<file path="src/rtl/reg_writeback_queue.sv">
// -----------------------------------------------------------------------------
// reg_writeback_queue
//
// Purpose:
//   Holds register-write requests from the execute/memory stages in a small
//   circular FIFO. The FIFO drains into the 32x32 register file write port at
//   most one entry per cycle. It also offers a combinational read bypass, so
//   operand fetch can see pending writes that have not reached the register
//   file yet.
//
// Parameters:
//   DEPTH        number of pending-write entries (power of 2, >= 2)
//
// Ports:
//   clock        single clock; all state updates on the rising edge
//   reset        asynchronous, active-high; clears every pending entry
//   in_valid     write request present
//   in_rd        destination register of the request
//   in_data      write data of the request
//   in_ready     queue can take a request this cycle (count < DEPTH)
//   K_Regwrite   register file write strobe (queue not empty)
//   rd           register file write address (head entry, 0 when empty)
//   K_write_data register file write data (head entry, 0 when empty)
//   rf_ready     register file accepts the presented write this cycle
//   rs, rt       operand-fetch read addresses
//   byp_rs_hit   a pending write exists for rs
//   byp_rt_hit   a pending write exists for rt
//   byp_rs_data  data of the youngest pending write to rs (0 on miss)
//   byp_rt_data  data of the youngest pending write to rt (0 on miss)
//   count        number of valid entries (0..DEPTH)
// -----------------------------------------------------------------------------
module reg_writeback_queue #(
  parameter int DEPTH = 4
) (
  input  logic                     clock,
  input  logic                     reset,
  input  logic                     in_valid,
  input  logic [4:0]               in_rd,
  input  logic [31:0]              in_data,
  output logic                     in_ready,
  output logic                     K_Regwrite,
  output logic [4:0]               rd,
  output logic [31:0]              K_write_data,
  input  logic                     rf_ready,
  input  logic [4:0]               rs,
  input  logic [4:0]               rt,
  output logic                     byp_rs_hit,
  output logic                     byp_rt_hit,
  output logic [31:0]              byp_rs_data,
  output logic [31:0]              byp_rt_data,
  output logic [$clog2(DEPTH):0]   count
);

  localparam int PW = $clog2(DEPTH);
  localparam int CW = PW + 1;
  localparam logic [CW-1:0] DEPTH_C = CW'(DEPTH);

  // Entry storage. The storage is not reset: an entry only matters while it
  // lies inside the [head, head+count) window, and the reset empties that
  // window.
  logic [4:0]    rd_mem_q   [DEPTH];
  logic [31:0]   data_mem_q [DEPTH];

  logic [PW-1:0] head_q, head_d;
  logic [PW-1:0] tail_q, tail_d;
  logic [CW-1:0] count_q, count_d;

  logic          push;
  logic          pop;

  // ---------------------------------------------------------------------------
  // Handshake and drain
  // ---------------------------------------------------------------------------
  // in_ready depends only on the registered count. A drain in the same cycle
  // does not free a slot for the incoming request until the next edge.
  assign in_ready   = (count_q < DEPTH_C);
  assign K_Regwrite = (count_q != '0);

  // A request to r0 completes its handshake but is never stored.
  assign push = in_valid && in_ready && (in_rd != 5'd0);
  assign pop  = K_Regwrite && rf_ready;

  assign rd           = K_Regwrite ? rd_mem_q[head_q]   : 5'd0;
  assign K_write_data = K_Regwrite ? data_mem_q[head_q] : 32'd0;
  assign count        = count_q;

  // ---------------------------------------------------------------------------
  // Pointer / occupancy next state
  // ---------------------------------------------------------------------------
  always_comb begin
    head_d  = head_q;
    tail_d  = tail_q;
    count_d = count_q;
    // Pointers wrap naturally because DEPTH is a power of two.
    if (pop) begin
      head_d = head_q + PW'(1);
    end
    if (push) begin
      tail_d = tail_q + PW'(1);
    end
    unique case ({push, pop})
      2'b10:   count_d = count_q + CW'(1);
      2'b01:   count_d = count_q - CW'(1);
      default: count_d = count_q;
    endcase
  end

  always_ff @(posedge clock or posedge reset) begin
    if (reset) begin
      head_q  <= '0;
      tail_q  <= '0;
      count_q <= '0;
    end else begin
      head_q  <= head_d;
      tail_q  <= tail_d;
      count_q <= count_d;
    end
  end

  // Entry write. push already covers the full and r0 cases, so a slot that
  // is still waiting to drain is never overwritten.
  always_ff @(posedge clock) begin
    if (push) begin
      rd_mem_q[tail_q]   <= in_rd;
      data_mem_q[tail_q] <= in_data;
    end
  end

  // ---------------------------------------------------------------------------
  // Bypass search
  // ---------------------------------------------------------------------------
  // age[gi] is the distance of slot gi from the head: 0 is the oldest entry.
  // A slot is valid when its age is below count. The head stays in the search
  // in the cycle it drains, because the search uses the registered state. A
  // request arriving in the same cycle is not in the search yet.
  logic [PW-1:0] age       [DEPTH];
  logic [DEPTH-1:0] entry_valid;
  logic [DEPTH-1:0] rs_match;
  logic [DEPTH-1:0] rt_match;

  for (genvar gi = 0; gi < DEPTH; gi++) begin : g_entry
    assign age[gi]         = PW'(gi) - head_q;
    assign entry_valid[gi] = ({1'b0, age[gi]} < count_q);
    assign rs_match[gi]    = entry_valid[gi] && (rs != 5'd0) &&
                             (rd_mem_q[gi] == rs);
    assign rt_match[gi]    = entry_valid[gi] && (rt != 5'd0) &&
                             (rd_mem_q[gi] == rt);
  end

  assign byp_rs_hit = |rs_match;
  assign byp_rt_hit = |rt_match;

  // Pick the matching entry with the largest age, which is the youngest write.
  logic [PW-1:0] rs_best_age;
  logic [PW-1:0] rt_best_age;

  always_comb begin
    byp_rs_data = 32'd0;
    byp_rt_data = 32'd0;
    rs_best_age = '0;
    rt_best_age = '0;
    for (int i = 0; i < DEPTH; i++) begin
      if (rs_match[i] && (age[i] >= rs_best_age)) begin
        rs_best_age = age[i];
        byp_rs_data = data_mem_q[i];
      end
      if (rt_match[i] && (age[i] >= rt_best_age)) begin
        rt_best_age = age[i];
        byp_rt_data = data_mem_q[i];
      end
    end
  end

endmodule

</file>
<file path="config.mk">
export PLATFORM = sky130hd
export DESIGN_NAME = reg_writeback_queue
export DESIGN_NICKNAME = d
export VERILOG_FILES = /design/src/rtl/reg_writeback_queue.sv
export SDC_FILE = /design/constraint.sdc
export NUM_CORES = 1
export LEC_CHECK = 0
export BUFFER_PORTS_ARGS = -buffer_cell sky130_fd_sc_hd__buf_2
export CORE_UTILIZATION = 51
export CTS_CLUSTER_SIZE = 20
export DETAILED_ROUTE_END_ITERATION = 10
export GPL_TIMING_DRIVEN = 1
export PLACE_DENSITY = 0.81
export SYNTH_ARGS = -nofsm -noshare
export SYNTH_HDL_FRONTEND = slang
export SYNTH_SLANG_ARGS = --single-unit
</file>
<file path="constraint.sdc">
create_clock -name clock -period 5.45 [get_ports clock]
set_clock_uncertainty 0.1 [all_clocks]
set_input_delay 0.545 -clock clock [delete_from_list [all_inputs] [get_ports clock]]
set_output_delay 0.545 -clock clock [all_outputs]
set_load 0.03 [all_outputs]
</file>
Word level (Yosys, flattened, before mapping)
Memory sizes are Yosys's and may differ from the RTL's.
Cells that the tools add are included.
{"block": "totals", "register_bits": 7, "ram_bits": 148, "output_inout_bits": 108, "word_cells": 88, "n_memories": 2}
{"block": "op_classes", "add_sub_neg": 8, "order_cmp": 12, "eq_ne": 10, "mux": 19, "reduce_logical": 34}
{"name": "data_mem_q", "words": 4, "word_bits": 32, "read_ports": 5, "rd_ports_with_merged_regs": 0, "wr": 1, "line_no": "62", "rtl": "logic [31:0] data_mem_q [DEPTH];"}
{"name": "rd_mem_q", "words": 4, "word_bits": 5, "read_ports": 5, "rd_ports_with_merged_regs": 0, "wr": 1, "line_no": "61", "rtl": "logic [4:0] rd_mem_q [DEPTH];"}
{"cell": "2-to-1 mux 32 bit", "n": 9}
{"cell": "== test 5 bit", "n": 8}
{"cell": "logical AND 1 bit", "n": 27}
{"cell": "nonzero test 5 bit", "n": 3}
{"cell": "greater-or-equal comparator 2 bit", "n": 6}
{"cell": "less-than comparator 2 x 3 -> 1 bit", "n": 4}
{"cell": "2-to-1 mux 2 bit", "n": 6}
{"cell": "OR reduction 4 bit", "n": 2}
{"cell": "case mux 3 bit (2 select lines)", "n": 1}
{"cell": "2-to-1 mux 5 bit", "n": 1}
{"cell": "adder 2 x 1 -> 2 bit, second input constant", "n": 2}
{"cell": "subtractor 1 x 2 -> 2 bit, first input constant", "n": 2}
{"cell": "subtractor 2 bit, first input constant", "n": 2}
{"cell": "adder 3 x 1 -> 3 bit, second input constant", "n": 1}
{"cell": "less-than comparator 3 bit, second input constant", "n": 1}
{"cell": "nonzero test 3 bit", "n": 1}
{"cell": "subtractor 3 x 1 -> 3 bit, second input constant", "n": 1}
{"cell": "== test 2 x 1 -> 1 bit, second input constant", "n": 1}
{"cell": "== test 2 bit, second input constant", "n": 1}
{"cell": "greater-or-equal comparator 2 x 1 -> 1 bit, second input constant", "n": 1}
{"cell": "2-to-1 mux 1 bit", "n": 2}
{"cell": "nonzero test 2 bit", "n": 1}

Logic depth before layout (Yosys ltp)
Gate-level depths: netlist (run 1).
{"block": "logic_depth", "depth_word": 15, "ltp_mapped": 28, "mapped_depth_nobuf": 22}

Least setup slack after synthesis (run 1)
Ideal clock, no wire load.
{"block": "synth_path", "kind": "register to output", "start": "register head_q[1]", "end": "output byp_rs_data[0]", "arrival_ns": 5.266, "required_ns": 4.805, "path_slack_ns": -0.461, "stages_incl_launch_ff": 29, "path_buffers": 6, "cell_sequence": "dfrtp_1 -> clkbuf_1 -> clkbuf_1 -> inv_1 -> ha_1 -> inv_1 -> ha_1 -> nand2b_1 -> o2bb2ai_2 -> nor3_2 -> and3_1 -> buf_6 -> buf_6 -> nand2_1 -> o21ai_0 -> ha_1 -> nand2b_1 -> a21o_1 -> nand2_1 -> a21oi_1 -> a31oi_1 -> ha_1 -> nand2b_1 -> a21oi_1 -> or2_1 -> clkbuf_1 -> buf_4 -> o22ai_1 -> nor2_1"}
{"block": "synth_via", "elab_chain_cells": 15, "elab_cells_between_ends": 31, "classes_between": "4 x add/sub; 8 x order compare; 7 x mux; 12 x reduce/logical"}
{"item": "start, declared", "line_no": "64", "rtl": "logic [PW-1:0] head_q, head_d;"}
{"item": "start signal, assigned", "line_no": "110", "rtl": "head_q <= '0;"}
{"item": "start signal, assigned", "line_no": "114", "rtl": "head_q <= head_d;"}
{"item": "subtractor 1 x 2 -> 2 bit", "line_no": "142", "rtl": "assign age[gi] = PW'(gi) - head_q;"}
{"item": "less-than comparator 2 x 3 -> 1 bit", "line_no": "143", "rtl": "assign entry_valid[gi] = ({1'b0, age[gi]} < count_q);"}
{"item": "logical AND 1 bit (2 in a row)", "line_no": "144", "rtl": "assign rs_match[gi] = entry_valid[gi] && (rs != 5'd0) &&"}
{"item": "logical AND 1 bit", "line_no": "163", "rtl": "if (rs_match[i] && (age[i] >= rs_best_age)) begin"}
{"item": "2-to-1 mux 2 bit", "line_no": "163"}
{"item": "greater-or-equal comparator 2 bit", "line_no": "163"}
{"item": "logical AND 1 bit", "line_no": "163"}
{"item": "2-to-1 mux 2 bit", "line_no": "163"}
{"item": "greater-or-equal comparator 2 bit", "line_no": "163"}
{"item": "logical AND 1 bit", "line_no": "163"}
{"item": "2-to-1 mux 2 bit", "line_no": "163"}
{"item": "greater-or-equal comparator 2 bit", "line_no": "163"}
{"item": "logical AND 1 bit", "line_no": "163"}
{"item": "2-to-1 mux 32 bit *", "line_no": "163"}
{"item": "end, declared", "line_no": "49", "rtl": "output logic [31:0] byp_rs_data,"}
Every way passes the cells marked *; elsewhere a longest branch is shown, timed or not.

Worst setup path in the final report (run 1)
{"block": "layout_path", "start": "register head_q[1]", "end": "output byp_rt_data[9]"}
{"block": "layout_via", "elab_chain_cells": 15, "elab_cells_between_ends": 31, "classes_between": "4 x add/sub; 8 x order compare; 7 x mux; 12 x reduce/logical"}
{"item": "subtractor 1 x 2 -> 2 bit", "line_no": "142"}
{"item": "less-than comparator 2 x 3 -> 1 bit", "line_no": "143"}
{"item": "logical AND 1 bit (2 in a row)", "line_no": "146", "rtl": "assign rt_match[gi] = entry_valid[gi] && (rt != 5'd0) &&"}
{"item": "logical AND 1 bit", "line_no": "167", "rtl": "if (rt_match[i] && (age[i] >= rt_best_age)) begin"}
{"item": "2-to-1 mux 2 bit", "line_no": "167"}
{"item": "greater-or-equal comparator 2 bit", "line_no": "167"}
{"item": "logical AND 1 bit", "line_no": "167"}
{"item": "2-to-1 mux 2 bit", "line_no": "167"}
{"item": "greater-or-equal comparator 2 bit", "line_no": "167"}
{"item": "logical AND 1 bit", "line_no": "167"}
{"item": "2-to-1 mux 2 bit", "line_no": "167"}
{"item": "greater-or-equal comparator 2 bit", "line_no": "167"}
{"item": "logical AND 1 bit", "line_no": "167"}
{"item": "2-to-1 mux 32 bit *", "line_no": "167"}
{"item": "end, declared", "line_no": "50", "rtl": "output logic [31:0] byp_rt_data,"}
Marked as above.

==> results.json, run 1 <==
{
  "diodes": 0,
  "gp_congestion": 0.8998,
  "cp_top_family": "compound AO/OA/AOI/OAI gates",
  "cts.sinks": 155,
  "crit_slowest_cell": "dfrtp_2",
  "ys_top_cells_by_count": "edfxtp_1 (148), nor2_1 (78), o22ai_1 (64), and2_1 (42), mux4_2 (37)",
  "cts_root_buffer": "clkbuf_16",
  "via_per_inst": 6.480,
  "synth_area_um2": 8793,
  "ir_drop_v": 0.0002899,
  "antenna_found_initial": 1,
  "fin_crit_ns": 5.450,
  "io-pin-count": 159,
  "cts_buffers": 17,
  "synth_cell_type_count": 57,
  "synthArstFlopShare_pct": 4.516,
  "drv_cap": 0,
  "syn_area_per_cell_um2": 13.28,
  "drive_gt1_share_pct": 53.82,
  "dr.pass1.iters": 5,
  "wl_per_cell_um": 25.23,
  "synth_top_area_cell": "edfxtp_1",
  "grt_pass1_wl_um": 38880,
  "core_um2": 16700,
  "synth-seq-area-share_pct": 52.53,
  "outcome": "finished clean",
  "overflow": 0,
  "ys_warn_count": 0,
  "drt_iter0_drc": 563,
  "nets": 908,
  "path_cells": "inv_4 -> ha_4 -> a211oi_2 -> a211oi_2 -> and4_4 -> nor3b_4 -> mux2_2 -> ha_1 -> nand2b_1 -> a21oi_2 -> inv_2 -> nand2_4 -> nor3b_4 -> nor2_1 -> ha_1 -> nand2b_4 -> a21oi_4 -> buf_4 -> o22ai_4 -> buf_6 -> a221oi_1 -> nor2_2 -> buf_4",
  "start_kind": "register",
  "clkPwrFrac_pct": 17.9,
  "yosysMostFrequentCell": "edfxtp_1",
  "seqPwrFrac_pct": 27.4,
  "yosys_most_used_dff": "edfxtp_1",
  "fin_crit_sh_pct": 100.0,
  "grt_max_degree": 41,
  "p_sw_share_pct": 42.54,
  "drc": 0,
  "pwr-share-comb_pct": 54.7,
  "syn_inst": 662,
  "required_ns": 4.81,
  "io_buffers": 158,
  "setup_violations": 0,
  "fillers": 1100,
  "cts.reportedPaths.clkPinSlew_ns": 0.07,
  "die_area_um2": 17770,
  "htree_levels": 4,
  "grt_pass1_vias": 7013,
  "drv_slew": 0,
  "synth_top_area_share_pct": 50.54,
  "hpwl_um": 15410,
  "cts_tree": "built",
  "cp.arrival_ns": 4.80,
  "area_growth_pct": 35.22,
  "tightest_slew_ns": 1.373,
  "p_switching_w": 0.002594,
  "synth_enable_flop_cells": 148,
  "power.density_nw_per_um2": 512.8,
  "p_leak_nw": 4.207,
  "vias": 6940,
  "syn_nets": 732,
  "num_rows": 47,
  "insertion_delay_ns": 0.42,
  "crit_fanout": 7,
  "final_cell_count_no_fill": 1071,
  "fin_util_pct": 71.19,
  "fp.dieH_um": 133.3,
  "ys_ff_latch": 155,
  "relSlewSlack_pct": 8.261,
  "yosys-top-cells-area": "edfxtp_1 (51%), mux4_2 (9.5%), a221oi_2 (4.8%)",
  "hold_path_class": "primary input to register",
  "internal_power_w": 0.003503,
  "fp.dieW_um": 133.3,
  "hold_viol": 0,
  "drtAntennaViolNets": 0,
  "initial_core_util_pct": 52.65,
  "placed_cells": 1011,
  "max_freq_mhz": 183.5,
  "crit_type": "register to output pin",
  "rrSetupSlack_ns": 2.90,
  "grt_use_total_pct": 29.12,
  "rsz0062_at_grt": "true",
  "cpPeakStageDelay_ns": 0.40,
  "crit_buf_inv": 5,
  "endpoint_kind": "output pin",
  "clockBufferDepth": 2,
  "routed_wirelength_um": 27020
}
path summary, 6_finish.rpt:
check	end	startpoint	cells past startpoint
min in group asynchronous	count[0]	reset	3
max reg2reg	data_mem_q[0][20]	count[2]	4
max	byp_rt_data[9]	head_q[1]	23
max in group asynchronous	head_q[0]	reset	3
min	data_mem_q[1][1]	in_data[1]	1
min reg2reg	tail_q[0]	tail_q[0]	2
placed cells by master (no fill, tap or decap), types with 3 or more instances in the layout:
cell type   count
nand2b_1        4
inv_1           8
and2_1         38
o21ai_0         3
a221oi_2       23
o22ai_1        42
xor2_1         31
a21oi_1         5
buf_12          9
xnor2_1        14
clkinvlp_4      3
nor3_1          8
a21oi_4         4
nand3_1         6
mux4_2         37
clkbuf_16      20
buf_6          24
nand4_1         4
buf_4          65
nor2_1         18
clkinv_2        3
edfxtp_1      148
inv_2           3
ha_4            4
mux2_2          3
and2_2          4
a221oi_1       13
a221oi_4       27
a211oi_2        3
nor2_2         60
clkbuf_1        4
buf_2         105
nand2_1         6
dfrtp_1         5
o22ai_2        22
ha_1           13
nand2b_4        3
buf_8           3
power by group through the flow:
stage	logic, W	registers, W	clock network [W]
after detailed placement	0.00276	0.00165	0
after floorplan	0.00197	0.00165	0
after global routing	0.00351	0.00169	0.00114
after global placement	0.00274	0.00164	0
final	0.00333	0.00167	0.00109
after CTS	0.00297	0.00163	0.00110
worst reg2reg max path, stage by stage (launching register included):
cell	delay [ns]
dfrtp_1	0.47
inv_2	0.10
buf_4	0.18
o311a_1	0.32
and2_2	0.96
flip-flops by register name (all words and copies together) (netlist names):
name        cells
tail_q          2
data_mem_q    128
rd_mem_q       20
count           3
head_q          2
final cells by class:
| cell class | count | area (um^2) | share of cell area (%) |
|---|---|---|---|
| multi-input combinational | 438 | 4765 | 40.07 |
| sequential | 155 | 4622 | 38.87 |
| timing repair buffer | 213 | 1637 | 13.76 |
| clock buffer | 21 | 440.4 | 3.704 |
| tap | 220 | 275.3 | 2.315 |
| clock inverter | 11 | 97.59 | 0.8208 |
| inverter | 13 | 53.80 | 0.4525 |
repair_timing:
action / 4_1_cts / 5_1_grt
endpoints found under the hold margin: 7 / 0
endpoints found under the setup margin: 64 / 64
hold buffers: 1 / 0
setup buffers: 12 / 10
gates resized for setup: 37 / 193
pin swaps: 10 / 22
gates cloned: 2 / 3
kinds of logic (layout without fill, tap and decap cells):
| family | count (synthesis) | after routing | share of synthesized area (%) |
|---|---|---|---|
| AOI/OAI and AO/OA | 164 | 165 | 16.16 |
| xor gates and xnor gates | 45 | 45 | 4.482 |
| adders and majority gates | 19 | 19 | 2.789 |
| buffers and inverters | 70 | 258 | 4.397 |
| DFF | 155 | 155 | 52.53 |
| muxes | 41 | 41 | 9.974 |
| and+or+nand+nor | 168 | 168 | 9.662 |
through the flow:
stage	setup TNS [ns]	cell area (um^2)	power, W	hold slack (ns)	worst slack (ns)
floorplan	-0.006839	8974	0.003614	0.2484	-0.006839
global placement	0	10000	0.004382	0.4049	0.1569
detailed placement	0	10000	0.004416	0.4131	0.004102
CTS	-0.1670	10860	0.005696	0.2257	-0.03924
global route	-3.695	11890	0.006341	0.2236	-0.1594
finish	0	11890	0.006097	0.2335	0.0002016
routing by layer:
metal | GRT usage (%) | routed length (um) | up-vias
li1 | - | - | 3009
met1 | 36.63 | 10180 | 3469
met5 | 0 | 13 | -
met3 | 7.268 | 2429 | 70
met2 | 48.78 | 13670 | 390
met4 | 10.61 | 726 | 2
Note: power is estimated with default switching activity, not from simulation.
==> inputs of run 2 (changes only) <==
--- a/config.mk
+++ b/config.mk
@@ -6,6 +6,7 @@
 export NUM_CORES = 1
 export LEC_CHECK = 0
 export BUFFER_PORTS_ARGS = -buffer_cell sky130_fd_sc_hd__buf_2
+export CORE_ASPECT_RATIO = 2
 export CORE_UTILIZATION = 51
 export CTS_CLUSTER_SIZE = 20
 export DETAILED_ROUTE_END_ITERATION = 10
==> run 2 against run 1 <==
Effect of this change: the run now ends with negative setup slack left; largest cell class unchanged; routed wire length grew 8.8%; first-iteration DRC count grew 12%; power grew 1.1%; sequential power is essentially flat; critical endpoint is now byp_rt_data[24]; combinational power shrank 2%; worst setup slack lost 0.0089 ns; non-clock buffer count grew 2; via count grew 4.5%.
==> results.json, run 2 (synthesized netlist as in run 1, its figures left out) <==
{
  "fin_tns_setup_ns": -0.008725,
  "cts.sinks": 155,
  "hpwl_um": 16980,
  "fp.dieH_um": 187.7,
  "timing.rr.end": "count[2]",
  "min-delay-start": "in_data[12]",
  "path_cells": "ha_4 -> inv_2 -> ha_4 -> nand2b_4 -> o2bb2ai_4 -> nor3b_4 -> mux2_4 -> ha_1 -> nand2b_1 -> a21oi_2 -> inv_2 -> nand2_2 -> nor3b_2 -> nor2_1 -> ha_1 -> nand2b_1 -> a21oi_2 -> buf_6 -> o211ai_4 -> buf_12 -> buf_6 -> o22ai_1 -> nor2_2 -> buf_2",
  "start_kind": "register",
  "htree_levels": 4,
  "cts_tree": "built",
  "power.density_nw_per_um2": 524.7,
  "required_ns": 4.81,
  "crit_type": "register to output pin",
  "regMostFlops": "data_mem_q",
  "fin_crit_sh_pct": 100.2,
  "cts_buffers": 17,
  "area_growth_pct": 33.67,
  "gp_congestion": 0.9841,
  "drt_iter0_drc": 632,
  "setup_ws_ns": -0.008725,
  "num_rows": 67,
  "setup_violations": 1,
  "core_um2": 16850,
  "grt_pass1_vias": 7367,
  "grt_use_total_pct": 32.34,
  "place_worst_setup_slack_ns": -0.03161,
  "antenna_found_initial": 3,
  "p_sw_share_pct": 42.69,
  "crit_buf_inv": 6,
  "hold_viol": 0,
  "seq_area_um2": 4624,
  "drtAntennaViolNets": 0,
  "drive_gt1_share_pct": 53.99,
  "fillers": 1070,
  "p_switching_w": 0.002633,
  "fin_util_pct": 69.76,
  "initial_core_util_pct": 52.19,
  "overflow": 0,
  "drv_cap": 0,
  "setup.worst_path.start": "head_q[0]",
  "cts.reportedPaths.clkPinSlew_ns": 0.07,
  "met1Wirelength_um": 9243,
  "relSlewSlack_pct": 22.77,
  "critical_path_cell_count": 24,
  "clkPwrFrac_pct": 19.6,
  "wl_per_cell_um": 27.68,
  "io-pin-count": 159,
  "insertion_delay_ns": 0.43,
  "grt_max_degree": 41,
  "rsz0062_at_grt": "true",
  "ir_drop_v": 0.0003255,
  "multiInputGateArea_um2": 4631,
  "cpPeakStageDelay_ns": 0.50,
  "violations": "negative setup slack",
  "crit_fanout": 11,
  "largest_reg_flops": 128,
  "seqPwrFrac_pct": 27.2,
  "wl_met2_um": 15580,
  "dr.pass1.iters": 7,
  "clockBufferDepth": 2,
  "cp_top_family": "adder cells",
  "final_cell_mix": "edfxtp_1 (148), buf_2 (133), nor2_2 (60), buf_4 (49), o22ai_1 (44)",
  "pwr-share-comb_pct": 53.2,
  "vias": 7250,
  "rr_worst_depth": 10,
  "outcome": "finished with violations",
  "cp.arrival_ns": 4.81,
  "nets": 909,
  "max_freq_mhz": 183.2,
  "p_leak_nw": 4.248,
  "cts_root_buffer": "clkbuf_16",
  "critPathCapture": "byp_rt_data[24]",
  "hold_path_class": "primary input to register",
  "fp.dieW_um": 94.85,
  "rrSetupSlack_ns": 2.13,
  "io_buffers": 158,
  "grt_pass1_wl_um": 41410,
  "internal_power_w": 0.003534,
  "top_layer_used": "met4",
  "drc": 0,
  "timing.rr.start": "count[2]",
  "via_per_inst": 6.827,
  "die_area_um2": 17800,
  "tightest_slew_ns": 1.156,
  "drv_slew": 0,
  "fin_crit_ns": 5.459,
  "endpoint_kind": "output pin",
  "final_common_cell": "edfxtp_1",
  "routed_wirelength_um": 29390,
  "crit_slowest_cell": "dfrtp_4",
  "wl_met3_um": 2376
}
run 2: cell types whose count changed in the layout (fill, tap and decap cells not counted), moves of 3 or more:
cell and delta:
buf_6 -12, clkbuf_1 -4, buf_2 +28, buf_4 -16
a221oi_4 -8, diode_2 +3, a221oi_1 +3, a221oi_2 +5
run 2: timing repair:
action,CTS,global route
hold buffers,1,0
resized for setup,88,59
pin swaps,8,17
buffers inserted,10,9
gates cloned,3,3
setup endpoints to repair,64,64
endpoints found under the hold margin,7,0
run 2: worst register-to-register path, stage by stage (launching register included):
cell and delay [ns]:
dfrtp_1 0.52, inv_2 0.20, nand3_1 0.62, buf_4 0.41, and2_0 0.32, ha_1 0.24, inv_1 0.06, fa_1 0.37
xor2_1 0.16, nor2_1 0.12, xnor2_1 0.13
run 2: power by group through the flow:
stage | clock [W] | combinational [W] | sequential [W]
2_1_floorplan | 0 | 0.00197 | 0.00165
3_3_place_gp | 0 | 0.00276 | 0.00165
3_5_place_dp | 0 | 0.00278 | 0.00166
4_1_cts | 0.00121 | 0.00298 | 0.00165
5_1_grt | 0.00125 | 0.00342 | 0.00169
6_report | 0.00121 | 0.00328 | 0.00168
run 2: worst min-delay path by stage:
stage                              to  slack, ns  cells after the start
detailed placement          head_q[0]       0.41                      2
finish              data_mem_q[0][12]       0.22                      1
global route         data_mem_q[1][9]       0.22                      1
floorplan                    count[0]       0.25                      1
CTS                 data_mem_q[1][12]       0.22                      1
global placement             count[1]       0.41                      2
run 2: routing by layer:
| metal | vias up | track usage, % |
|---|---|---|
| met5 | - | 0 |
| met4 | 0 | 25.06 |
| met3 | 156 | 7.097 |
| met2 | 504 | 54.29 |
| met1 | 3588 | 34.08 |
| li1 | 3002 | - |
run 2: through the flow:
stage	cells	hold slack (ns)	total power (W)	area, um^2
2_1_floorplan	662	0.2484	0.003614	8974
3_3_place_gp	1001	0.4088	0.004404	10040
3_5_place_dp	1001	0.4090	0.004440	10040
4_1_cts	1047	0.2160	0.005839	11260
5_1_grt	1062	0.2210	0.006366	11750
6_report	1062	0.2240	0.006167	11750
run 2: layout make-up:
type	count	area share, %
clock inverter	15	1.458
antenna	3	0.06387
multi-input combinational	437	39.40
sequential	155	39.34
clock buffer	17	3.619
inverter	13	0.4790
timing repair buffer	215	13.43
tap	207	2.204
